--- src/rtl/expmul_dispatch_pkg.sv ---
// expmul_dispatch_pkg: shared score/vector/tag types and constants for the exp-multiply dispatcher
package expmul_dispatch_pkg;
  localparam int MAX_EMBEDDING_DIM = 3;
  typedef logic signed [7:0] SCORE_QT;
  typedef logic signed [15:0] EXPMUL_VSHIFT_QT;
  typedef EXPMUL_VSHIFT_QT [MAX_EMBEDDING_DIM:0] EXPMUL_VROW_T;
  typedef enum logic {EM_RESCALE = 1'b0, EM_WEIGHT = 1'b1} EXPMUL_TAG_T;
  localparam SCORE_QT SCORE_NEG_INF = SCORE_QT'(8'h80);
endpackage

--- src/rtl/expmul_dispatch.sv ---
// expmul_dispatch: online-softmax RESCALE/WEIGHT request issuer; EXPMUL_RESCALE_SKIP_EN drops no-op rescales
module expmul_dispatch
  import expmul_dispatch_pkg::*;
(
  input  logic         clk,
  input  logic         rst,
  input  logic         score_vld_in,
  output logic         score_rdy_out,
  input  SCORE_QT      score_in,
  input  logic         last_in,
  input  EXPMUL_VROW_T v_in,
  input  EXPMUL_VROW_T acc_in,
  output logic         em_vld_out,
  input  logic         em_rdy_in,
  output SCORE_QT      em_a_out,
  output SCORE_QT      em_b_out,
  output EXPMUL_VROW_T em_v_out,
  output EXPMUL_TAG_T  em_tag_out,
  output logic         em_last_out,
  output SCORE_QT      row_max_out
);
  localparam logic [1:0] IDLE = 2'd0, RESCALE = 2'd1, WEIGHT = 2'd2;
  logic [1:0] state_q, state_d;
  SCORE_QT m_q, m_d, m_old_q, m_old_d, s_q, s_d, m_new;
  EXPMUL_VROW_T v_q, v_d, acc_q, acc_d;
  logic last_q, last_d, skip, score_hs, row_done;
  assign score_rdy_out = state_q == IDLE;
  assign score_hs = score_vld_in && score_rdy_out;
  assign row_done = state_q == WEIGHT && em_rdy_in && last_q;
  assign m_new = score_in > m_q ? score_in : m_q;
`ifdef EXPMUL_RESCALE_SKIP_EN
  logic first_q;
  always_ff @(posedge clk)
    first_q <= rst ? 1'b1 : row_done ? 1'b1 : score_hs ? 1'b0 : first_q;
  assign skip = first_q || m_new == m_q;
`else
  assign skip = 1'b0;
`endif
  always_comb begin
    state_d = score_hs ? (skip ? WEIGHT : RESCALE) :
              state_q == RESCALE ? (em_rdy_in ? WEIGHT : RESCALE) :
              state_q == WEIGHT ? (em_rdy_in ? IDLE : WEIGHT) : IDLE;
    m_d = score_hs ? m_new : row_done ? SCORE_NEG_INF : m_q;
    m_old_d = score_hs ? m_q : m_old_q;
    s_d = score_hs ? score_in : s_q;
    v_d = score_hs ? v_in : v_q;
    acc_d = score_hs ? acc_in : acc_q;
    last_d = score_hs ? last_in : last_q;
  end
  always_ff @(posedge clk) begin
    if (rst) begin
      state_q <= IDLE;
      m_q <= SCORE_NEG_INF;
      m_old_q <= '0;
      s_q <= '0;
      v_q <= '0;
      acc_q <= '0;
      last_q <= 1'b0;
    end else begin
      state_q <= state_d;
      m_q <= m_d;
      m_old_q <= m_old_d;
      s_q <= s_d;
      v_q <= v_d;
      acc_q <= acc_d;
      last_q <= last_d;
    end
  end
  // m_q already holds m_new while a request is outstanding, so it doubles as operand b
  assign em_vld_out = state_q == RESCALE || state_q == WEIGHT;
  assign em_tag_out = state_q == WEIGHT ? EM_WEIGHT : EM_RESCALE;
  assign em_a_out = state_q == RESCALE ? m_old_q : state_q == WEIGHT ? s_q : '0;
  assign em_b_out = em_vld_out ? m_q : '0;
  assign em_v_out = state_q == RESCALE ? acc_q : state_q == WEIGHT ? v_q : '0;
  assign em_last_out = state_q == WEIGHT && last_q;
  assign row_max_out = m_q;
endmodule
--- config.mk ---
export PLATFORM = sky130hd
export DESIGN_NAME = expmul_dispatch
export DESIGN_NICKNAME = d
export VERILOG_FILES = /design/src/rtl/expmul_dispatch_pkg.sv /design/src/rtl/expmul_dispatch.sv
export SDC_FILE = /design/constraint.sdc
export NUM_CORES = 1
export LEC_CHECK = 0
export ABC_AREA = 0
export BUFFER_PORTS_ARGS = -buffer_cell sky130_fd_sc_hd__buf_2
export CORE_MARGIN = 5
export CORE_UTILIZATION = 40
export DETAILED_ROUTE_END_ITERATION = 12
export PLACE_DENSITY = 0.63
export SLEW_MARGIN = 10
export SYNTH_ARGS = -nofsm -noshare
export SYNTH_HDL_FRONTEND = slang
export SYNTH_SLANG_ARGS = --single-unit
export TNS_END_PERCENT = 20
--- constraint.sdc ---
create_clock -name clk -period 3.1 [get_ports clk]
set_clock_uncertainty 0.15 [all_clocks]
set_input_delay 0.62 -clock clk [delete_from_list [all_inputs] [get_ports clk]]
set_output_delay 0.62 -clock clk [all_outputs]
set_load 0.02 [all_outputs]
==> run summary, run 1 <==
The initial antenna violation count is 2. The die covers 19300 um^2. The cell accounting for the most synthesized area is sky130_fd_sc_hd__dfxtp_1. By area the synthesized netlist is led by sky130_fd_sc_hd__dfxtp_1, sky130_fd_sc_hd__nand2_1, sky130_fd_sc_hd__a21oi_1.

The critical path is of the reg2out type. The hold violation total from the final report came to 0. For this run, the register share of the synthesized area comes to 46.7%. The run finished with clean final reports.

The final estimated routing congestion in global placement is 0.821. The depth of the CTS H-tree came out at 4. The worst pin sits at a relative slew slack of 51.3%.

The area of the core is 16500 um^2. The number of standard-cell rows in the floorplan came out at 47. In this run the static leakage power is 3.67 nW. The multi-input combinational cells in the finished layout cover a total of 3260 um^2.

The average instance in the mapped netlist occupies 6.94 um^2. The worst vdd rail ir drop came out at 0.000395 V. During placement, the flow inserted port buffers numbering 232. Across all register-to-register paths, the minimum setup slack is 0.77 ns. The number of iterations in the first detailed-routing pass came out at 5. The number of filler cells placed in the layout came out at 1715.

In this run, post-CTS hold repair placed 0 buffers. The detailed router finished its first iteration with 378 violations. The HPWL after detailed placement is 12.7 mm. In this run the worst path has a maximum fanout of 88. The library cell used most frequently in the layout, excluding fill and tap cells, is sky130_fd_sc_hd__nand2_1.

The later pin in the worst-skew pair is clocked with a latency of 0.41 ns. The floorplan step set the die width to 139 um. The net count after synthesis is 1110. Synthesis produced a netlist whose cell count is 958. The number of gates resized after CTS came out at 0. The count of final max-slew check failures came out at 0. The endpoint type of the worst setup path is a primary output.

Of the cells placed in the final design, the portion with a size suffix greater than 1 is 24.0%. The slew of the pin with the lowest slew margin came out at 0.730 ns. The routed design could run at a clock period as short as 2.78 ns. Summed over all layers, the global routing overflow is 0. The count of maximum capacitance violations came out at 0. The number of cells on the worst reg-to-reg path is 7.

The final-report setup violation count is 0. For this run, the number of Yosys warnings is 0. The number of distinct library cells after synthesis came out at 25.

The cell count of the worst hold path is 3. The layout overhead on the synthesized area is 28.6%. The final routed wire length divided by cell count is 14.1 um. In this run the clock root is driven by a sky130_fd_sc_hd__clkbuf_16.

For the worst setup path, the data required time is 2.33 ns. Dividing total power by cell area gives a power density of 575 nW/um^2. Setup repair after global routing left no endpoint under its margin.

The number of clock sinks came out at 155. The first global-routing pass estimated 31.2 mm of wire. In the layout the commonest cells are sky130_fd_sc_hd__nand2_1, sky130_fd_sc_hd__buf_2, sky130_fd_sc_hd__dfxtp_1, sky130_fd_sc_hd__a21oi_1, sky130_fd_sc_hd__o21ai_0. For this run, design rule violations remaining after detail routing come to 0. The number of clock buffers added by TritonCTS is 17. The layout net count came out at 1296. Summed over all failing endpoints, the final setup total negative slack is 0 ns. The worst setup path is launched from a register.

The post-synthesis instance area came out at 6650 um^2. The post-route antenna net violation count is 0. Counting along the longest clock path gives a buffer depth of 2. The number of flip-flops and latches in the synthesized netlist is 155. The post-route standard cell area excluding fillers came out at 8550 um^2. Across the whole layout, storage elements account for 3100 um^2. The overall global routing resource usage came out at 19.5%. The highest clock frequency the design can meet is 359 MHz. The post-place instance area is 7960 um^2.

The clock transition at the register clock pins on the worst setup and hold paths after CTS came out at 0.06 ns. The tightest min-delay check is of the in2reg type. The initial cell density of the core is 40.4%. The post-CTS repair timing setup buffer count came out at 0. The data arrival time at the worst-slack endpoint came out at 2.01 ns. The routed via count came out at 6655. The I/O pin count came out at 233. The via count of the first global-routing pass came out at 6181. The share of the clock period used by the worst path came out at 89.8%.

The maximum number of pins on one net before global-route repair came out at 148. The final wirelength is 19.5 mm. TritonCTS built the clock tree. The top-area cell type share of the netlist area came out at 46.7%.

The die extent in y came out at 139 um. The via-per-instance ratio came out at 4.83.
-- metrics by stage --
step | util [%] | worst slack (ns) | power, W | std cells | hold slack [ns]
6_report | 51.9 | 0.316 | 0.00492 | 1378 | 0.285
5_1_grt | 51.9 | 0.151 | 0.00515 | 1377 | 0.262
4_1_cts | 51.9 | 0.283 | 0.00498 | 1377 | 0.262
3_5_place_dp | 48.4 | 0.487 | 0.00290 | 1345 | 0.297
3_3_place_gp | 48.4 | 0.529 | 0.00289 | 1345 | 0.292
2_1_floorplan | - | 0.562 | 0.00264 | 958 | 0.282
-- where the power goes --
part           total (W)  leakage, nW  internal (W)  switching [W]
combinational   0.000657         2.11      0.000240       0.000417
sequential       0.00219         1.27       0.00212      0.0000696
clock            0.00207        0.294       0.00125       0.000820
total            0.00492         3.67       0.00361        0.00131
-- registers in the layout (all words and copies together), names as in the netlist --
register and cells:
v_q 64, row_max_out 8, m_old_q 8, state_q 2, acc_q 64, s_q 8
last_q 1
-- final timing paths --
check                       from              to
hold reg to reg          v_q[29]         v_q[29]
setup / recovery      state_q[1]    em_v_out[37]
hold / removal          v_in[60]         v_q[60]
setup reg to reg  row_max_out[7]  row_max_out[2]
-- synth_stat cells (all sizes together) --
cell type and number:
a211oi 1, a21oi 149, a31oi 1, and2 11, buf 7, clkbuf 66, dfxtp 155, ha 11
inv 11, mux2i 9, nand2 445, nand2b 9, nand3 2, nand4 1, nor2 2, nor3 2
nor3b 1, nor4 1, o21ai 72, or2b 1, or3 1
-- critical path: stages (launching register included) --
cell,delay [ns]
sky130_fd_sc_hd__dfxtp_1,0.31
sky130_fd_sc_hd__inv_1,0.10
sky130_fd_sc_hd__ha_4,0.38
sky130_fd_sc_hd__buf_12,0.34
sky130_fd_sc_hd__nand2_1,0.10
sky130_fd_sc_hd__o21ai_0,0.10
sky130_fd_sc_hd__buf_2,0.21
-- kinds of logic (layout without fill, tap and decap cells) --
| logic type | count (synthesis) | in the layout | synth area share, % |
|---|---|---|---|
| and+or+nand+nor | 476 | 476 | 28.1 |
| AOI/OAI and AO/OA | 223 | 223 | 16.9 |
| DFF | 155 | 155 | 46.7 |
| buffers and inverters | 84 | 283 | 4.76 |
| adders and majority gates | 11 | 11 | 2.07 |
| muxes | 9 | 9 | 1.54 |
| other | 0 | 1 | 0 |
-- area by class of cell --
class	instances	share of cell area, %
clock inverter	10	1.35
tap	220	3.22
multi-input combinational	719	38.1
inverter	11	0.483
antenna	1	0.0293
clock buffer	22	5.54
timing repair buffer	240	15.0
sequential	155	36.3
-- routing by layer --
layer / part of all wire [%] / global-route usage, % / vias to the layer above
met1: 44 / 24.8 / 3012
met4: 1.3 / 5.41 / 4
li1: - / - / 3440
met2: 47 / 31.7 / 177
met3: 7.0 / 6.48 / 22
met5: 0.16 / 0 / -
Note: power is estimated with default switching activity, not from simulation.
==> run 2: changes to the inputs <==
--- a/config.mk
+++ b/config.mk
@@ -10,7 +10,7 @@
 export CORE_MARGIN = 5
 export CORE_UTILIZATION = 40
 export DETAILED_ROUTE_END_ITERATION = 12
-export PLACE_DENSITY = 0.63
+export PLACE_DENSITY = 0.7
 export SLEW_MARGIN = 10
 export SYNTH_ARGS = -nofsm -noshare
 export SYNTH_HDL_FRONTEND = slang
==> run 2 against run 1 <==
Compared with the run above: critical path depth is the same; fmax decreased by 1.0%; core utilization grew 0.27 points; register-to-register slack improved by 0.02 ns.
==> run summary, run 2 (synthesis results as in run 1) <==
The share of cells above drive strength 1 came out at 23.9% (was 24.0%). The worst vdd rail ir drop is 0.000368 V (was 0.000395 V). The antenna diode count is 0 (was 1). The initial antenna violation count is 2 (unchanged). The final estimated routing congestion in global placement is 0.847 (was 0.821). The area of the core is 16500 um^2 (unchanged). The category of the worst setup path launch point was a register (unchanged).

The post-route antenna net violation count is 0 (unchanged). The die outline width came out at 139 um (unchanged). The die extent in y is 139 um (unchanged). The depth of the CTS H-tree was 4 (unchanged).

The required time at the worst-slack endpoint was 2.33 ns (about the same). The classification of the worst-slack hold path is in2reg (unchanged). The post-layout worst setup margin is 0.287 ns (was 0.316 ns). The number of gates resized after CTS came out at 0 (unchanged). The total DRC errors in the routed layout is 0 (unchanged). The initial cell density of the core is 40.4% (unchanged).

The via count of the first global-routing pass came out at 6300 (was 6181). The HPWL after detailed placement is 12.5 mm (was 12.7 mm). The power density over the cells was 594 nW/um^2 (was 575 nW/um^2).

The relative slew slack is 55.6% (was 51.3%). The hold violation total from the final report is 0 (unchanged). Cell chain of the critical path: inv_1 > ha_2 > buf_4 > nand2_1 > o21ai_0 > buf_2 (was inv_1 > ha_4 > buf_12 > nand2_1 > o21ai_0 > buf_2). The total grt overflow came out at 0 (unchanged). The footprint of the multi-input gates is 3260 um^2 (unchanged). The critical path's slowest cell is sky130_fd_sc_hd__buf_4 (was sky130_fd_sc_hd__ha_4). The final-report setup violation count was 0 (unchanged). The largest incremental delay on the critical path came to 0.44 ns (was 0.38 ns). The clock tree from TritonCTS is yes (unchanged). The final total negative setup slack is 0 ns (unchanged).

The number of filler cells placed in the layout is 1718 (was 1715). The final routed wire length divided by cell count came to 13.7 um (was 14.1 um). The I/O pin count was 233 (unchanged). The number of clock sinks was 155 (unchanged).

The post-CTS repair timing setup buffer count was 0 (unchanged). The cell type group with the largest total delay on the critical path is buffers and inverters (unchanged). The number of standard-cell rows in the floorplan is 47 (unchanged). The count of final max-slew check failures came out at 0 (unchanged). The first element of the critical path is state_q[0] (was state_q[1]). The count of maximum capacitance violations came out at 0 (unchanged).

The routed via count is 6654 (was 6655). The data arrival time at the worst-slack endpoint is 2.04 ns (was 2.01 ns). The via-per-instance ratio came to 4.84 (was 4.83). The root cell of the clock tree is sky130_fd_sc_hd__clkbuf_16 (unchanged).

The number of buffers and inverters on the critical path came out at 3 (unchanged). The post-place setup slack was 0.464 ns (was 0.487 ns). The commonest non-fill, non-tap cell in the layout is sky130_fd_sc_hd__nand2_1 (unchanged). The layout net count came out at 1297 (was 1296). The overall die area is 19300 um^2 (unchanged). The number of iterations in the first detailed-routing pass came out at 6 (was 5). The number of hold buffers added after CTS came out at 0 (unchanged). The maximum number of pins on one net before global-route repair is 136 (was 148). The first-pass GRT wire length is 30.6 mm (was 31.2 mm). The highest clock frequency the design can meet is 355 MHz (was 359 MHz). The flip-flop and latch area is 3100 um^2 (unchanged). The initial detailed-routing violation count is 380 (was 378). The slew of the pin with the lowest slew margin is 0.666 ns (was 0.730 ns). The total design power is 0.00511 W (was 0.00492 W). The leakage power summed over all cells is 3.69 nW (was 3.67 nW). The share of the clock period used by the worst path came to 90.7% (was 89.8%). The largest driver fanout on the critical path came to 45 (was 88). The layout overhead on the synthesized area came out at 29.3% (was 28.6%). The number of CTS-inserted buffers is 17 (unchanged). The count of input and output buffers came out at 232 (unchanged). The final wirelength came out at 18.9 mm (was 19.5 mm). The worst-skew pair later-pin latency is 0.41 ns (about the same).

RSZ-0062 raised after global routing: no (unchanged). The clock transition at the register clock pins on the worst setup and hold paths after CTS is 0.06 ns (about the same). The minimum period implied by the final worst setup slack was 2.81 ns (was 2.78 ns). The critical setup path kind is reg2out (unchanged). Regs by FF count: acc_q x64, v_q x64 (unchanged).

The worst hold path startpoint is v_in[15] (was v_in[60]). The maximum count of clock buffers along a single path came to 2 (unchanged). Top library cells by usage in the layout, fill and taps aside: sky130_fd_sc_hd__nand2_1, sky130_fd_sc_hd__buf_2, sky130_fd_sc_hd__dfxtp_1, sky130_fd_sc_hd__a21oi_1, sky130_fd_sc_hd__o21ai_0 (unchanged). The startpoint of the most critical register-to-register path is row_max_out[7] (unchanged). Run status: finished clean (unchanged). The overall global routing resource usage came out at 18.8% (was 19.5%). The endpoint type of the worst setup path is a primary output (unchanged).
run 2: cell count changes in the layout (fill, tap and decap cells not counted), sizes merged:
cell / previous run / this run
clkinv: 7 / 1
bufinv: 2 / 5
buf: 240 / 241
clkbuf: 22 / 23
clkinvlp: 0 / 1
diode: 1 / 0
inv: 12 / 11
run 2: path summary, 6_finish.rpt:
check	endpoint	slack (ns)	cells past startpoint
hold reg to reg	last_q	0.30	2
hold / removal	v_q[15]	0.29	3
setup / recovery	em_a_out[5]	0.29	6
setup reg to reg	row_max_out[6]	0.79	7
run 2: cell type report:
class	count	area share, %
multi-input combinational	719	37.9
timing repair buffer	241	14.9
sequential	155	36.1
clock inverter	7	1.89
inverter	11	0.480
tap	220	3.20
clock buffer	23	5.56
run 2: metal layers:
layer | vias to the layer above | global-route usage [%] | routed length [um] | part of all wire [%]
met5 | - | 0 | 27 | 0.14
met4 | 4 | 6.95 | 393 | 2.1
met3 | 34 | 5.17 | 1110 | 5.9
met2 | 191 | 30.4 | 8840 | 47
met1 | 2985 | 24.2 | 8500 | 45
li1 | 3440 | - | - | -
run 2: where the power goes:
part / switching [W] / leakage, nW / total, W / internal [W]
Sequential: 0.0000707 / 1.27 / 0.00219 / 0.00212
Combinational: 0.000415 / 2.11 / 0.000654 / 0.000239
Clock: 0.000778 / 0.309 / 0.00226 / 0.00148
Total: 0.00126 / 3.69 / 0.00511 / 0.00385
run 2: stage by stage:
stage	area, um^2	hold slack [ns]	std cells	util, %
final	8600	0.288	1376	52.2
after global routing	8600	0.273	1376	52.2
after CTS	8600	0.265	1376	52.2
after detailed placement	7960	0.296	1346	48.3
after global placement	7960	0.290	1346	48.3
after floorplan	6650	0.282	958	-
run 2: tightest hold or removal path, cell delays in order:
cell and delay (ns):
sky130_fd_sc_hd__buf_2 0.09, sky130_fd_sc_hd__nand2_1 0.04, sky130_fd_sc_hd__a21oi_1 0.05
==> run 3: changes to the inputs <==
--- a/config.mk
+++ b/config.mk
@@ -9,10 +9,10 @@
 export BUFFER_PORTS_ARGS = -buffer_cell sky130_fd_sc_hd__buf_2
 export CORE_MARGIN = 5
 export CORE_UTILIZATION = 40
+export CTS_CLUSTER_DIAMETER = 120
 export DETAILED_ROUTE_END_ITERATION = 12
-export PLACE_DENSITY = 0.7
+export PLACE_DENSITY = 0.66
 export SLEW_MARGIN = 10
 export SYNTH_ARGS = -nofsm -noshare
 export SYNTH_HDL_FRONTEND = slang
 export SYNTH_SLANG_ARGS = --single-unit
-export TNS_END_PERCENT = 20
==> run 3 against run 2 <==
Compared with the run above: power decreased by 4.7%; critical path depth unchanged; largest cell class unchanged; critical path type unchanged; flip-flop and latch count unchanged; core utilization decreased by 0.40 points; final cell count decreased by 0.15%; register-to-register slack improved by 0.03 ns; non-clock buffer count decreased by 2; largest power group is now sequential cells; die area unchanged.
==> run summary, run 3 (synthesis results as in run 1) <==
The minimum period implied by the final worst setup slack is 2.62 ns (was 2.81 ns). The number of hold buffers added after CTS is 0 (unchanged). The clock transition at the register clock pins on the worst setup and hold paths after CTS is 0.06 ns (about the same). The post-route antenna net violation count is 0 (unchanged).

The initial detailed-routing violation count came out at 392 (was 380). The largest driver fanout on the critical path came out at 51 (was 45). The classification of the worst-slack hold path is in2reg (unchanged). The worst-skew pair later-pin latency is 0.41 ns (about the same). The HPWL after detailed placement is 12.3 mm (was 12.5 mm). The final cell count without fillers is 1374 (was 1376). The initial antenna violation count is 2 (unchanged). The cell count of the worst hold path is 3 (unchanged). The final wirelength came to 18.9 mm (about the same). The endpoint type of the worst setup path was a primary output (unchanged). The I/O pin count is 233 (unchanged). The data arrival time at the worst-slack endpoint is 1.85 ns (was 2.04 ns). The layout net count came out at 1295 (was 1297).

The worst hold endpoint was v_q[62] (was v_q[15]). The highest clock frequency the design can meet is 381 MHz (was 355 MHz). The number of CTS-inserted buffers was 17 (unchanged). The die outline width came out at 139 um (unchanged). The layout overhead on the synthesized area is 28.3% (was 29.3%). The commonest non-fill, non-tap cell in the layout was sky130_fd_sc_hd__nand2_1 (unchanged). The count of final max-slew check failures came out at 0 (unchanged). The count of placed standard cells including taps is 1344 (was 1346).

The power density over the cells is 571 nW/um^2 (was 594 nW/um^2). The worst vdd rail ir drop came out at 0.000363 V (was 0.000368 V). The maximum number of pins on one net before global-route repair was 135 (was 136).

The share of cells above drive strength 1 is 23.7% (was 23.9%). The final routed wire length divided by cell count came out at 13.8 um (was 13.7 um). The share of the clock period used by the worst path came out at 84.6% (was 90.7%).

The category of the worst setup path launch point is a register (unchanged). The number of gates resized after CTS came out at 0 (unchanged). The final estimated routing congestion in global placement is 0.817 (was 0.847). The maximum count of clock buffers along a single path is 2 (unchanged). The total grt overflow was 0 (unchanged).

The via count of the first global-routing pass is 6180 (was 6300). The flip-flop and latch area is 3100 um^2 (unchanged). The startpoint of the most critical register-to-register path was row_max_out[5] (was row_max_out[7]). Regs by FF count: acc_q x64, v_q x64 (unchanged). The count of input and output buffers was 232 (unchanged). The count of maximum capacitance violations came out at 0 (unchanged). Run status: finished clean (unchanged). The leakage power summed over all cells came out at 3.65 nW (was 3.69 nW). The clock tree from TritonCTS is yes (unchanged).

The relative slew slack is 53.8% (was 55.6%). RSZ-0062 raised after global routing: no (unchanged). The footprint of the multi-input gates was 3260 um^2 (unchanged).

The area of the core came out at 16500 um^2 (unchanged). The overall global routing resource usage came out at 19.0% (was 18.8%). The total DRC errors in the routed layout is 0 (unchanged).

The final total negative setup slack is 0 ns (unchanged). The number of standard-cell rows in the floorplan came out at 47 (unchanged). The number of filler cells placed in the layout is 1691 (was 1718). The via-per-instance ratio came to 4.82 (was 4.84).

The root cell of the clock tree is sky130_fd_sc_hd__clkbuf_16 (unchanged). Top library cells by usage in the layout, fill and taps aside: sky130_fd_sc_hd__nand2_1, sky130_fd_sc_hd__buf_2, sky130_fd_sc_hd__dfxtp_1, sky130_fd_sc_hd__a21oi_1, sky130_fd_sc_hd__o21ai_0 (unchanged). The worst hold path startpoint is v_in[62] (was v_in[15]). The first-pass GRT wire length came to 30.7 mm (was 30.6 mm). The depth of the CTS H-tree is 4 (unchanged).

The post-CTS repair timing setup buffer count came out at 0 (unchanged). The initial cell density of the core is 40.4% (unchanged). The hold violation total from the final report came out at 0 (unchanged). The number of clock sinks came out at 155 (unchanged).

The destination of the worst register-to-register timing path is row_max_out[0] (was row_max_out[6]). The die extent in y is 139 um (unchanged). The critical setup path kind is reg2out (unchanged). The overall die area came out at 19300 um^2 (unchanged). The routed via count was 6628 (was 6654). The worst reg-to-reg path cell count is 7 (unchanged). The number of iterations in the first detailed-routing pass came to 4 (was 6). The register-to-register path setup slack came out at 0.82 ns (was 0.79 ns). The final-report setup violation count is 0 (unchanged). The slew of the pin with the lowest slew margin is 0.690 ns (was 0.666 ns). The total design power came out at 0.00487 W (was 0.00511 W). The required time at the worst-slack endpoint was 2.33 ns (about the same).
==> run 3: stage by stage <==
| step | instance area, um^2 | hold slack [ns] | setup slack (ns) | utilization (%) |
|---|---|---|---|---|
| after detailed placement | 7970 | 0.294 | 0.497 | 48.4 |
| after global routing | 8530 | 0.277 | 0.359 | 51.8 |
| after global placement | 7970 | 0.291 | 0.527 | 48.4 |
| after floorplan | 6650 | 0.282 | 0.562 | - |
| after CTS | 8530 | 0.268 | 0.418 | 51.8 |
| final | 8530 | 0.290 | 0.477 | 51.8 |
==> run 3: routing by layer <==
| layer | track usage, % | wire length (um) |
|---|---|---|
| met3 | 5.62 | 1190 |
| met1 | 24.3 | 8650 |
| met5 | 0 | 11 |
| met2 | 30.7 | 8800 |
| met4 | 6.33 | 273 |
==> run 3: worst max-delay path by stage <==
stage	start	endpoint
6_report	state_q[0]	em_v_out[48]
5_1_grt	state_q[0]	em_v_out[21]
2_1_floorplan	state_q[0]	em_a_out[0]
3_5_place_dp	score_in[7]	row_max_out[5]
4_1_cts	state_q[0]	em_v_out[15]
3_3_place_gp	score_in[7]	row_max_out[3]
==> run 3: power breakdown <==
part | switching, W | internal [W] | leakage [nW] | total [W]
sequential | 0.0000690 | 0.00212 | 1.27 | 0.00219
combinational | 0.000415 | 0.000240 | 2.10 | 0.000655
clock | 0.000776 | 0.00125 | 0.271 | 0.00202
total | 0.00126 | 0.00361 | 3.65 | 0.00487
==> run 3: layout make-up <==
type	instances	share of cell area, %
antenna	1	0.0293
clock buffer	20	5.12
clock inverter	9	1.47
inverter	11	0.484
multi-input combinational	719	38.2
sequential	155	36.4
tap	220	3.23
timing repair buffer	239	15.1
==> run 3: critical path: stages (launching register included) <==
cell and delay [ns]:
sky130_fd_sc_hd__dfxtp_1 0.33, sky130_fd_sc_hd__inv_1 0.09, sky130_fd_sc_hd__ha_2 0.21, sky130_fd_sc_hd__buf_12 0.24, sky130_fd_sc_hd__nand2_1 0.09, sky130_fd_sc_hd__o21ai_0 0.23, sky130_fd_sc_hd__buf_2 0.22
